## config.mk

```make
export PLATFORM = sky130hd
export DESIGN_NAME = gpio_irq
export DESIGN_NICKNAME = d
export VERILOG_FILES = /design/src/rtl/gpio_irq.sv
export SDC_FILE = /design/constraint.sdc
export NUM_CORES = 1
export LEC_CHECK = 0
export BUFFER_PORTS_ARGS = -buffer_cell sky130_fd_sc_hd__buf_2
export CAP_MARGIN = 20
export CORE_UTILIZATION = 57
export DETAILED_ROUTE_END_ITERATION = 12
export PLACE_DENSITY = 0.8
export SLEW_MARGIN = 10
export SYNTH_ARGS = -nofsm -noshare
export SYNTH_HDL_FRONTEND = slang
export SYNTH_SLANG_ARGS = --single-unit
```

## constraint.sdc

```tcl
create_clock -name wb_clk -period 1.9 [get_ports wb_clk]
set_input_delay 0.38 -clock wb_clk [delete_from_list [all_inputs] [get_ports wb_clk]]
set_output_delay 0.38 -clock wb_clk [all_outputs]
set_load 0.1 [all_outputs]
```

## src/rtl/gpio_irq.sv

```systemverilog
// gpio_irq: Wishbone GPIO controller with edge-triggered interrupts.
//
// Purpose
//   Up to 32 GPIO pins on a 32-bit Wishbone slave. Pad inputs pass through
//   a synchroniser. The output register supports atomic set and clear.
//   Each pin can capture rising and/or falling edges into a write-1-to-clear
//   status register. A single registered level interrupt goes to the CPU.
//
// Ports
//   wb_clk, wb_rst_n     clock, synchronous active-low reset
//   wb_adr_i[2:0]        word register index
//                        0 IN, 1 OUT, 2 DIR, 3 OUT_SET, 4 OUT_CLR,
//                        5 RISE_EN, 6 FALL_EN, 7 STAT
//   wb_dat_i/wb_dat_o    write / read data (read data valid with ack)
//   wb_sel_i[3:0]        byte enables, applied to every write
//   wb_we_i, wb_cyc_i, wb_stb_i, wb_ack_o   classic single-cycle handshake
//   wb_err_o, wb_rty_o   always 0
//   gpio_i               asynchronous pad inputs
//   gpio_o, gpio_dir_o   output data and drive enable (1 = drive)
//   irq_o                registered OR of STAT
module gpio_irq #(
    parameter int unsigned NGPIO       = 32,
    parameter int unsigned SYNC_STAGES = 2,
    parameter logic [31:0] DIR_RESET   = '0
) (
    input  logic             wb_clk,
    input  logic             wb_rst_n,
    input  logic [2:0]       wb_adr_i,
    input  logic [31:0]      wb_dat_i,
    input  logic [3:0]       wb_sel_i,
    input  logic             wb_we_i,
    input  logic             wb_cyc_i,
    input  logic             wb_stb_i,
    output logic [31:0]      wb_dat_o,
    output logic             wb_ack_o,
    output logic             wb_err_o,
    output logic             wb_rty_o,
    input  logic [NGPIO-1:0] gpio_i,
    output logic [NGPIO-1:0] gpio_o,
    output logic [NGPIO-1:0] gpio_dir_o,
    output logic             irq_o
);

    localparam int unsigned ARM_MAX = SYNC_STAGES + 1;
    localparam int unsigned ARM_W   = $clog2(ARM_MAX + 1);

    logic [NGPIO-1:0] sync_q [SYNC_STAGES];
    logic [NGPIO-1:0] prev_q;
    logic [NGPIO-1:0] rise_en_q;
    logic [NGPIO-1:0] fall_en_q;
    logic [NGPIO-1:0] stat_q;
    logic [ARM_W-1:0] arm_cnt;

    logic             req;
    logic             wr;
    logic             armed;
    logic [31:0]      byte_mask;
    logic [NGPIO-1:0] wmask;
    logic [NGPIO-1:0] wdat;
    logic [NGPIO-1:0] sync_v;
    logic [NGPIO-1:0] rise;
    logic [NGPIO-1:0] fall;
    logic [NGPIO-1:0] w1c;
    logic [NGPIO-1:0] stat_next;
    logic [31:0]      rdata;

    assign wb_err_o = 1'b0;
    assign wb_rty_o = 1'b0;

    always_comb begin
        // A request is not sampled while its ack is being presented, so a
        // held request acks every second cycle.
        req       = wb_cyc_i & wb_stb_i & ~wb_ack_o;
        wr        = req & wb_we_i;
        byte_mask = {{8{wb_sel_i[3]}}, {8{wb_sel_i[2]}},
                     {8{wb_sel_i[1]}}, {8{wb_sel_i[0]}}};
        wmask     = byte_mask[NGPIO-1:0];
        wdat      = wb_dat_i[NGPIO-1:0] & wmask;
        sync_v    = sync_q[SYNC_STAGES-1];

        // Edge detection stays masked until the synchroniser and prev
        // register hold real pad data, so pins already high at reset
        // release do not look like rising edges.
        armed     = (arm_cnt == ARM_W'(ARM_MAX));
        rise      = sync_v & ~prev_q & rise_en_q & {NGPIO{armed}};
        fall      = ~sync_v & prev_q & fall_en_q & {NGPIO{armed}};

        w1c       = (wr && wb_adr_i == 3'd7) ? wdat : '0;
        // New edges are OR-ed in after the clear, so a set wins over a
        // simultaneous write-1-to-clear on the same bit.
        stat_next = (stat_q & ~w1c) | rise | fall;
    end

    always_comb begin
        rdata = '0;
        case (wb_adr_i)
            3'd0:    rdata[NGPIO-1:0] = sync_v;
            3'd1:    rdata[NGPIO-1:0] = gpio_o;
            3'd2:    rdata[NGPIO-1:0] = gpio_dir_o;
            3'd5:    rdata[NGPIO-1:0] = rise_en_q;
            3'd6:    rdata[NGPIO-1:0] = fall_en_q;
            3'd7:    rdata[NGPIO-1:0] = stat_q;
            default: rdata = '0;
        endcase
    end

    always_ff @(posedge wb_clk) begin
        if (!wb_rst_n) begin
            for (int unsigned i = 0; i < SYNC_STAGES; i++) begin
                sync_q[i] <= '0;
            end
            prev_q     <= '0;
            gpio_o     <= '0;
            gpio_dir_o <= DIR_RESET[NGPIO-1:0];
            rise_en_q  <= '0;
            fall_en_q  <= '0;
            stat_q     <= '0;
            arm_cnt    <= '0;
            wb_ack_o   <= 1'b0;
            wb_dat_o   <= '0;
            irq_o      <= 1'b0;
        end else begin
            sync_q[0] <= gpio_i;
            for (int unsigned i = 1; i < SYNC_STAGES; i++) begin
                sync_q[i] <= sync_q[i-1];
            end
            prev_q <= sync_v;

            if (!armed) begin
                arm_cnt <= arm_cnt + ARM_W'(1);
            end

            stat_q   <= stat_next;
            irq_o    <= |stat_q;
            wb_ack_o <= req;

            if (req && !wb_we_i) begin
                wb_dat_o <= rdata;
            end

            if (wr) begin
                case (wb_adr_i)
                    3'd1:    gpio_o     <= (gpio_o & ~wmask) | wdat;
                    3'd2:    gpio_dir_o <= (gpio_dir_o & ~wmask) | wdat;
                    3'd3:    gpio_o     <= gpio_o | wdat;
                    3'd4:    gpio_o     <= gpio_o & ~wdat;
                    3'd5:    rise_en_q  <= (rise_en_q & ~wmask) | wdat;
                    3'd6:    fall_en_q  <= (fall_en_q & ~wmask) | wdat;
                    default: ;
                endcase
            end
        end
    end

endmodule

```

Yosys cells after proc, flatten, opt, wreduce, memory -nomap -nowiden
Memories as Yosys holds them, arrays and structs flattened.
Cells that the tools add are included.
{ "word_totals": {"register_bits": 228, "ram_bits": 64, "in_bits": 76, "output_inout_bits": 100, "elab_cells": 68, "mem_count": 1} }
{ "classes": {"n_addsub": 1, "n_eq_ne": 8, "muxes": 7, "n_bitwise": 31, "reduce_logical": 10} }
{ "mem_list": {"columns": ["name", "words", "word_bits", "rd", "rd_ports_with_merged_regs", "wr", "line", "rtl"], "rows": [
  ["sync_q", 2, 32, 2, 0, 2, "47", "logic [NGPIO-1:0] sync_q [SYNC_STAGES];"]
]} }
{ "op_table": {"columns": ["cell", "count"], "rows": [
  ["bitwise AND 32 bit", 13],
  ["bitwise OR 32 bit", 7],
  ["one-hot mux 32 bit (6 select lines)", 1],
  ["NOT 32 bit", 5],
  ["2-to-1 mux 32 bit", 3],
  ["one-hot mux 32 bit (3 select lines)", 1],
  ["OR reduction 32 bit", 1],
  ["equality test 3 bit, second input constant", 4],
  ["AND reduction 2 bit", 4],
  ["equality test 3 x 2 -> 1 bit, second input constant", 2],
  ["bitwise AND 1 bit", 3],
  ["equality test 3 x 1 -> 1 bit, second input constant", 1],
  ["logical NOT 3 bit", 1],
  ["nonzero test 3 bit", 1],
  ["adder 2 x 1 -> 2 bit, second input constant", 1],
  ["equality test 2 bit, second input constant", 1],
  ["logical AND 1 bit", 2],
  ["2-to-1 mux 1 bit", 2],
  ["bitwise OR 1 bit", 2],
  ["logical NOT 1 bit", 1],
  ["NOT 1 bit", 1]
]} }

Logic depth before layout (Yosys ltp)
Gate-level depths: netlist (run 1).
{ "depth": {"word_depth": 9, "depth_mapped": 7, "mapped_depth_nobuf": 4} }

Worst setup path after synthesis (run 1)
OpenSTA, ideal clock, no wires.
{ "synth_timing": {"path_type": "reg2reg", "startpoint": "register wb_ack_o", "endpoint": "register gpio_o[29]", "arrival_time_ns": 2.026, "t_required_ns": 1.834, "path_slack_ns": -0.191, "path_stages_with_launch": 8, "n_path_buf": 3, "period_less_slack_ns": 2.091, "path_cell_list": "dfxtp_1 and4b_1 buf_4 buf_12 o21ai_2 buf_2 nand3_1 nand3_1"} }
{ "synth_between": {"elab_chain_len": 4} }
{ "synth_lines": {"columns": ["element", "line", "rtl"], "rows": [
  ["start: declaration", "35", "output logic wb_ack_o,"],
  ["start signal: assignment", "135", "wb_ack_o <= req;"],
  ["NOT 1 bit", "73", "req = wb_cyc_i & wb_stb_i & ~wb_ack_o;"],
  ["bitwise AND 1 bit", "73", null],
  ["bitwise AND 1 bit", "74", "wr = req & wb_we_i;"],
  ["AND reduction 2 bit (no source line)", null, null],
  ["end signal: assignment", "143", "3'd1: gpio_o <= (gpio_o & ~wmask) | wdat;"],
  ["end signal: assignment", "145", "3'd3: gpio_o <= gpio_o | wdat;"],
  ["end signal: assignment", "146", "3'd4: gpio_o <= gpio_o & ~wdat;"],
  ["end: declaration", "39", "output logic [NGPIO-1:0] gpio_o,"]
]} }
No other way between the ends.
A chain may end at the register's enable or synchronous reset.

Final worst setup path (run 1)
{ "layout_timing": {"startpoint": "register gpio_o[30]", "endpoint": "output gpio_o[30]"} }
No word-level cell between the ends.

==> run_results.csv, run 1 <==
group,metric,value,unit
sta,fin_tns_setup,0,ps
sta,period_needed,1810,ps
placement,numPortBuffers,173,
drt,via_per_inst,6.03,
placement,hpwl,22700,um
sta,max-slew-margin-rel,51.6,%
placement,place_area,13400,um^2
cts,cts_setup_buffers,0,
worst_setup_path,path_delay_family,"buffers and inverters",
drt,drt_iter0_markers,1114,
finish,antennaDiodeCount,0,
floorplan,fp.dieW,148,um
hold_path,hold_end,"sync_q[0][22]$_SDFF_PN0_",
power,power.density,891,nW/um^2
cts,cts_buffers,29,
worst_setup_path,worst-path-buf-inv,1,
global_route,grt_pass1_wl,53800,um
cts,postCtsHoldBufs,0,
sta,setup-violations-final,0,
worst_setup_path,reg2reg_depth,6,
worst_setup_path,crit_fanout,4,
global_route,track_usage,30.7,%
power,leakage,6.11,nW
finish,final_cell_mix,"dfxtp_1 (291), nand3_1 (196), buf_2 (170), nand2_1 (128), o21ai_0 (99)",
cts,ctsResizeCount,0,
yosys,seq_area_frac_synth,47.8,%
placement,dp_slack,93.5,ps
run_status,status,"finished clean",
worst_setup_path,rr_startpoint,"wb_ack_o$_SDFF_PN0_",
floorplan,dieArea,22000,um^2
hold_path,hold_depth,2,
worst_setup_path,endpoint_kind,"output port",
floorplan,fp-row-count,53,
sta,fmax,553,MHz
worst_setup_path,r2r_slack,200,ps
cts,cts.clk_slew.worst_paths,60,ps
worst_setup_path,slowest_delay,470,ps
finish,area_growth,16.8,%
finish,drive_gt1_share,20.9,%
global_route,overflow,0,
yosys,syn-mean-instance-area,9.08,um^2
sta,finalHoldViolCount,0,
yosys,synth_cells,1345,
power,total_power,0.0127,W
drt,routed-wl-met2,15800,um
drt,drc,0,
cts,clock-sinks,292,
sta,fin_ws,91.4,ps
cts,cts_tree,"done",
drt,dr_wl_met3,3150,um
worst_setup_path,cp.required,1520,ps
finish,layout.nets,1576,
floorplan,core_area,21000,um^2
worst_setup_path,cp_slowest_cell,"buf_2",
global_route,grt_pass1_vias,10300,
yosys,ys_warn_count,0,
cts,root_buffer,"clkbuf_16",
sta,skew,8.94,ps
job,cap_violations,0,
finish,mostFrequentLayoutCell,"dfxtp_1",
placement,gp_congestion,0.874,
worst_setup_path,crit_path_start_kind,"flop",
cts,clk_path_buf_depth,3,
global_route,antenna_found_initial,0,
hold_path,hp-class,"input pin to flop",
drt,highest_layer,"met4",
floorplan,start_util,58.1,%
finish,design_area,14300,um^2
sta,slew_violations,0,
sta,rsz0062_at_grt,"no",
power,peakVddDrop,0.651,mV
finish,fillers,1677,
drt,wl,33900,um
drt,dr.pass1.iters,6,
sta,timing.final.crit_share,95.2,%
sta,worst_pin_slew,719,ps
yosys,syn_area,12200,um^2
worst_setup_path,path_cells,"buf_2",
floorplan,pin_count,176,
global_route,grt_start_max_net_pins,89,
yosys,yosys_register_bits,292,
drt,wl_met1,13900,um
hold_path,worstHoldStart,"gpio_i[22]",
drt,vias,10800,
sta,hold_ws,39.0,ps
cts,clock_tree.htree_level_count,1,
cts,clk_latency,540,ps
worst_setup_path,cp.arrival,1430,ps
floorplan,die_h,148,um
drt,wire_per_inst,18.9,um
yosys,synth_cell_types,47,
worst_setup_path,critPathKind,"flop to output port",
drt,final_antenna_net_count,0,
## cells by family (layout without fill, tap and decap cells)
kind of cell	Yosys count	after routing	share of synthesized area, %
XOR/XNOR	1	1	0.0717
adder cells (fa/ha/maj)	1	1	0.102
other	1	2	0.0307
AND/OR/NAND/NOR	528	528	23.1
multiplexers	97	97	8.24
buffers and inverters	137	308	5.52
AO/OA/AOI/OAI	288	288	15.1
flip-flops	292	292	47.8
## worst register-to-register path: stages, from the launching register on
cell and delay [ps]:
dfxtp_2 330, and4b_1 440, buf_4 270, nand4_1 160, buf_4 200, nand3_1 70, o21ai_0 100
## synth_stat cells, drive strengths merged
library cell,number,area share [%]
nand4bb,1,0.092
mux2i,68,5.6
o211ai,32,2.1
nor2b,37,2.0
o21ai,126,5.2
buf,65,3.3
ha,1,0.10
nand2b,4,0.20
a21oi,26,1.1
nor3,1,0.041
conb,1,0.031
clkbuf,40,1.2
nor3b,3,0.32
dfxtp,292,48
nand4b,1,0.072
nand4,11,1.2
and2,97,5.0
or2,1,0.051
a22oi,29,1.8
mux2,29,2.7
a32oi,3,0.22
a31oi,36,1.8
nor4,8,0.41
nand2,128,3.9
xnor2,1,0.072
o221ai,3,0.22
o21a,1,0.061
nor2,33,1.0
inv,32,0.98
and3,2,0.10
and4b,1,0.082
a22o,3,0.22
a32o,29,2.4
nand3,200,8.6
## where the power goes
part	switching, W	leakage, nW	internal [W]
Combinational	0.000772	3.31	0.000332
Sequential	0.0000840	2.37	0.00625
Clock	0.00229	0.425	0.00299
## worst max-delay path by stage
| stage | slack (ps) | endpoint | start | cells past startpoint |
|---|---|---|---|---|
| CTS | 90 | gpio_o[30] | gpio_o[30]$_SDFFE_PN0P_ | 1 |
| global route | 60 | gpio_o[30] | gpio_o[30]$_SDFFE_PN0P_ | 1 |
| finish | 90 | gpio_o[30] | gpio_o[30]$_SDFFE_PN0P_ | 1 |
| global placement | 130 | wb_dat_o[5]$_SDFFE_PN0P_ | wb_adr_i[0] | 6 |
| detailed placement | 90 | wb_dat_o[5]$_SDFFE_PN0P_ | wb_adr_i[0] | 6 |
| floorplan | 140 | gpio_o[29]$_SDFFE_PN0P_ | wb_ack_o$_SDFF_PN0_ | 7 |
## final cells by class
class	instances	area [um^2]	share of cell area, %
clock inverters	5	28.8	0.202
clock buffers	44	832	5.83
flip-flops and latches	292	5850	41.0
multi-input cells	917	5710	40.0
well taps	275	344	2.41
repair buffers	227	1400	9.79
inverters	32	120	0.841
## metal layers
layer  track usage (%)  vias to the layer above
met2              50.4                      543
met4              11.4                        0
li1                  -                     5080
met5                 0                        -
met3              5.25                       91
met1              40.5                     5089
## stage by stage
step                      utilization [%]  cells
after floorplan                         -   1346
after global placement               63.8   1743
after detailed placement             63.8   1743
after CTS                            67.9   1792
after global routing                 67.9   1792
final                                67.9   1792
No activity file was read; power rests on OpenSTA's default activity.
==> run 2: changes to the inputs <==
--- a/config.mk
+++ b/config.mk
@@ -7,6 +7,7 @@
 export LEC_CHECK = 0
 export BUFFER_PORTS_ARGS = -buffer_cell sky130_fd_sc_hd__buf_2
 export CAP_MARGIN = 20
+export CORE_ASPECT_RATIO = 1.5
 export CORE_UTILIZATION = 57
 export DETAILED_ROUTE_END_ITERATION = 12
 export PLACE_DENSITY = 0.8
@@ -14,3 +15,4 @@
 export SYNTH_ARGS = -nofsm -noshare
 export SYNTH_HDL_FRONTEND = slang
 export SYNTH_SLANG_ARGS = --single-unit
+export TNS_END_PERCENT = 100
==> run_results.csv, run 2 (synthesis gave the netlist of run 1 again) <==
group,metric,value,unit
drt,vias,10900,
placement,place_inst,1734,
drt,wl_met1,13100,um
finish,final_cell_count_no_fill,1786,
worst_setup_path,slowest_delay,470,ps
global_route,track_usage,30.4,%
power,power.density,922,nW/um^2
cts,root_buffer,"clkbuf_16",
global_route,grt_start_max_net_pins,112,
worst_setup_path,endpoint_kind,"output port",
sta,max-slew-margin-rel,63.2,%
floorplan,dieArea,22000,um^2
worst_setup_path,cp.arrival,1450,ps
drt,dr_wl_met3,2450,um
drt,wl,33900,um
cts,ctsResizeCount,0,
worst_setup_path,critPathKind,"flop to output port",
finish,area_growth,18.0,%
drt,drt_iter0_markers,1016,
sta,fmax,547,MHz
global_route,grt_pass1_vias,10300,
cts,clock-sinks,292,
drt,routed-wl-met2,16900,um
worst_setup_path,crit_fanout,4,
finish,antennaDiodeCount,0,
finish,final_cell_mix,"dfxtp_1 (291), nand3_1 (196), buf_2 (170), nand2_1 (128), o21ai_0 (99)",
power,leakage,6.18,nW
worst_setup_path,path_delay_family,"buffers and inverters",
finish,layout.nets,1573,
job,cap_violations,0,
cts,cts_setup_buffers,0,
placement,gp_congestion,0.871,
placement,hpwl,22700,um
sta,slew_violations,0,
drt,drc,0,
sta,worst_pin_slew,555,ps
floorplan,fp.dieW,122,um
hold_path,hp-class,"input pin to flop",
power,peakVddDrop,0.639,mV
floorplan,die_h,181,um
global_route,grt_pass1_wl,53200,um
floorplan,core_area,21100,um^2
cts,cts_tree,"done",
sta,period_needed,1830,ps
cts,postCtsHoldBufs,0,
drt,via_per_inst,6.11,
sta,rsz0062_at_grt,"no",
sta,finalHoldViolCount,0,
cts,clk_latency,540,ps
drt,highest_layer,"met4",
cts,cts.clk_slew.worst_paths,60,ps
hold_path,worstHoldStart,"gpio_i[1]",
sta,setup-violations-final,0,
drt,wire_per_inst,19.0,um
finish,drive_gt1_share,21.3,%
run_status,status,"finished clean",
floorplan,pin_count,176,
finish,fillers,1617,
floorplan,fp-row-count,65,
cts,clk_path_buf_depth,3,
worst_setup_path,cp.required,1520,ps
worst_setup_path,path_cells,"buf_2",
worst_setup_path,crit_path_start_kind,"flop",
cts,cts_buffers,28,
cts,clock_tree.htree_level_count,1,
floorplan,start_util,58.0,%
sta,timing.final.crit_share,96.2,%
placement,numPortBuffers,173,
drt,dr.pass1.iters,6,
worst_setup_path,r2r_slack,240,ps
sta,fin_tns_setup,0,ps
finish,multi_input_area,5710,um^2
worst_setup_path,worst-path-buf-inv,1,
finish,mostFrequentLayoutCell,"dfxtp_1",
worst_setup_path,rr_startpoint,"wb_ack_o$_SDFF_PN0_",
drt,final_antenna_net_count,0,
worst_setup_path,startpoint,"gpio_o[7]$_SDFFE_PN0P_",
finish,seqCellArea,5850,um^2
worst_setup_path,cp_slowest_cell,"buf_2",
sta,skew,8.26,ps
global_route,antenna_found_initial,0,
global_route,overflow,0,
-- run 2: through the flow --
| stage | total power (W) | hold WS, ps | cell area [um^2] | setup WS [ps] | util, % |
|---|---|---|---|---|---|
| final | 0.0133 | 42.1 | 14400 | 72.8 | 68.5 |
| after global routing | 0.0137 | 40.5 | 14400 | 49.7 | 68.5 |
| after CTS | 0.0133 | 34.6 | 14400 | 67.4 | 68.5 |
| after detailed placement | 0.00756 | 418 | 13400 | 120 | 63.8 |
| after global placement | 0.00754 | 409 | 13400 | 141 | 63.8 |
| after floorplan | 0.00718 | 412 | 12200 | 137 | - |
-- run 2: cell type report --
class / count / share of cell area (%)
Timing Repair Buffer: 225 / 9.94
Clock buffer: 39 / 5.64
Clock inverter: 13 / 1.15
Multi-Input combinational cell: 917 / 39.6
Tap cell: 268 / 2.33
Sequential cell: 292 / 40.6
Inverter: 32 / 0.833
-- run 2: worst register-to-register path: cells and delay by family (launching register included) --
kind	cells	cell delay (ps)
buffers and inverters	2	450
AND/OR/NAND/NOR	2	430
flip-flops	1	330
AO/OA/AOI/OAI	2	320
-- run 2: metal layers --
metal	track usage [%]	vias to the layer above
met5	0	-
met4	14.5	0
met3	3.82	110
met2	52.7	511
met1	36.6	5206
li1	-	5082
-- run 2: final timing paths --
path / endpoint / cells past startpoint
worst max-delay path: gpio_o[7] / 1
worst min-delay path: sync_q[0][1]$_SDFF_PN0_ / 2
worst max register to register: stat_q[31]$_SDFF_PN0_ / 6
worst min register to register: wb_ack_o$_SDFF_PN0_ / 1
-- run 2: where the power goes --
part / leakage [nW] / switching [W] / internal, W
clock network: 0.491 / 0.00232 / 0.00352
registers: 2.37 / 0.0000841 / 0.00625
logic: 3.32 / 0.000776 / 0.000342
total: 6.18 / 0.00318 / 0.0101
==> run 3: changes to the inputs <==
--- a/config.mk
+++ b/config.mk
@@ -5,7 +5,7 @@
 export SDC_FILE = /design/constraint.sdc
 export NUM_CORES = 1
 export LEC_CHECK = 0
-export BUFFER_PORTS_ARGS = -buffer_cell sky130_fd_sc_hd__buf_2
+export BUFFER_PORTS_ARGS = -buffer_cell sky130_fd_sc_hd__clkbuf_2
 export CAP_MARGIN = 20
 export CORE_ASPECT_RATIO = 1.5
 export CORE_UTILIZATION = 57
==> run_results.csv, run 3 (synthesis gave the netlist of run 1 again) <==
group,metric,value,unit
drt,drt_iter0_markers,910,
cts,cts.clk_slew.worst_paths,70,ps
floorplan,fp.dieW,122,um
global_route,grt_pass1_wl,54100,um
run_status,status,"finished clean",
global_route,track_usage,31.0,%
cts,clock_tree.htree_level_count,1,
finish,mostFrequentLayoutCell,"dfxtp_1",
placement,numPortBuffers,173,
worst_setup_path,critPathKind,"flop to output port",
hold_path,hp-class,"input pin to flop",
drt,via_per_inst,6.12,
worst_setup_path,slowest_delay,500,ps
worst_setup_path,cp.required,1520,ps
worst_setup_path,cp_slowest_cell,"clkbuf_2",
sta,slew_violations,0,
finish,final_cell_mix,"dfxtp_1 (291), nand3_1 (196), clkbuf_2 (168), nand2_1 (128), o21ai_0 (99)",
power,power.density,915,nW/um^2
power,leakage,6.14,nW
floorplan,start_util,58.0,%
sta,worst_pin_slew,580,ps
floorplan,dieArea,22000,um^2
worst_setup_path,crit_path_start_kind,"flop",
sta,fmax,535,MHz
cts,postCtsHoldBufs,0,
floorplan,pin_count,176,
global_route,grt_start_max_net_pins,62,
worst_setup_path,path_cells,"clkbuf_2",
worst_setup_path,path_delay_family,"buffers and inverters",
job,cap_violations,0,
floorplan,die_h,181,um
worst_setup_path,crit_fanout,4,
drt,final_antenna_net_count,0,
drt,dr.pass1.iters,6,
finish,fillers,1634,
placement,dp_slack,122,ps
finish,drive_gt1_share,21.7,%
placement,place_area,13500,um^2
drt,drc,0,
floorplan,fp-row-count,65,
sta,rsz0062_at_grt,"no",
sta,period_needed,1870,ps
sta,timing.final.crit_share,98.5,%
cts,cts_tree,"done",
worst_setup_path,cp.arrival,1490,ps
worst_setup_path,endpoint_kind,"output port",
sta,fin_ws,29.1,ps
power,peakVddDrop,0.906,mV
cts,clk_path_buf_depth,3,
cts,root_buffer,"clkbuf_16",
floorplan,core_area,21100,um^2
finish,final_util,68.6,%
finish,area_growth,18.3,%
finish,multi_input_area,5710,um^2
drt,wire_per_inst,19.2,um
sta,finalHoldViolCount,0,
finish,seqCellArea,5850,um^2
finish,design_area,14500,um^2
global_route,antenna_found_initial,1,
cts,cts_buffers,27,
finish,layout.nets,1582,
sta,max-slew-margin-rel,61.0,%
cts,clock-sinks,292,
drt,wl,34400,um
sta,hold_ws,39.3,ps
placement,hpwl,23100,um
cts,clk_latency,550,ps
drt,vias,11000,
sta,skew,11.5,ps
placement,gp_congestion,0.880,
sta,fin_tns_setup,0,ps
global_route,grt_pass1_vias,10600,
global_route,overflow,0,
sta,setup-violations-final,0,
worst_setup_path,worst-path-buf-inv,1,
[run 3: cell types whose count changed in the layout (fill, tap and decap cells not counted), moves of 2 or more]
cell       change
buf_2        -168
clkinv_2       -4
clkbuf_2     +168
buf_4         +11
clkbuf_8       +2
clkbuf_16      -2
[run 3: layer usage]
| layer | wire length [um] | track usage (%) | share of wire [%] |
|---|---|---|---|
| met1 | 13100 | 36.9 | 38 |
| met4 | 1950 | 18.8 | 5.7 |
| met5 | 0 | 0 | 0 |
| met2 | 16900 | 52.0 | 49 |
| met3 | 2490 | 4.70 | 7.2 |
[run 3: worst paths after layout]
check | from | end | slack [ps] | depth (start not counted)
worst max-delay path | gpio_o[7]$_SDFFE_PN0P_ | gpio_o[7] | 30 | 1
worst min-delay path | gpio_i[27] | sync_q[0][27]$_SDFF_PN0_ | 40 | 2
worst max register to register | wb_ack_o$_SDFF_PN0_ | stat_q[15]$_SDFF_PN0_ | 260 | 6
worst min register to register | wb_ack_o$_SDFF_PN0_ | wb_ack_o$_SDFF_PN0_ | 430 | 1
[run 3: final cells by class]
cell class / instances / area share [%]
antenna: 1 / 0.0173
clock buffer: 38 / 5.44
clock inverter: 11 / 1.13
inverter: 32 / 0.831
multi-input combinational: 917 / 39.5
sequential: 292 / 40.4
tap: 268 / 2.32
timing repair buffer: 235 / 10.3
[run 3: worst reg2reg max path, cell delays in order, from the launching register on]
cell and delay (ps):
dfxtp_2 330, and4b_1 290, buf_12 200, nand4_4 140, buf_12 200, o211ai_1 230
o21ai_1 110
[run 3: metrics by stage]
stage,instances,power [W]
2_1_floorplan,1346,0.00718
3_3_place_gp,1744,0.00755
3_5_place_dp,1744,0.00757
4_1_cts,1793,0.0133
5_1_grt,1794,0.0136
6_report,1794,0.0132
[run 3: where the power goes]
group	internal (W)	total, W	switching [W]	leakage [nW]
Sequential	0.00624	0.00633	0.0000857	2.37
Combinational	0.000350	0.00113	0.000777	3.30
Clock	0.00343	0.00577	0.00234	0.473
Total	0.0100	0.0132	0.00320	6.14
[run 3: repair_timing]
item	CTS	global route
setup endpoints to repair	0	1
setup buffers	0	0
hold endpoints to repair	0	0
gates resized for setup	0	1
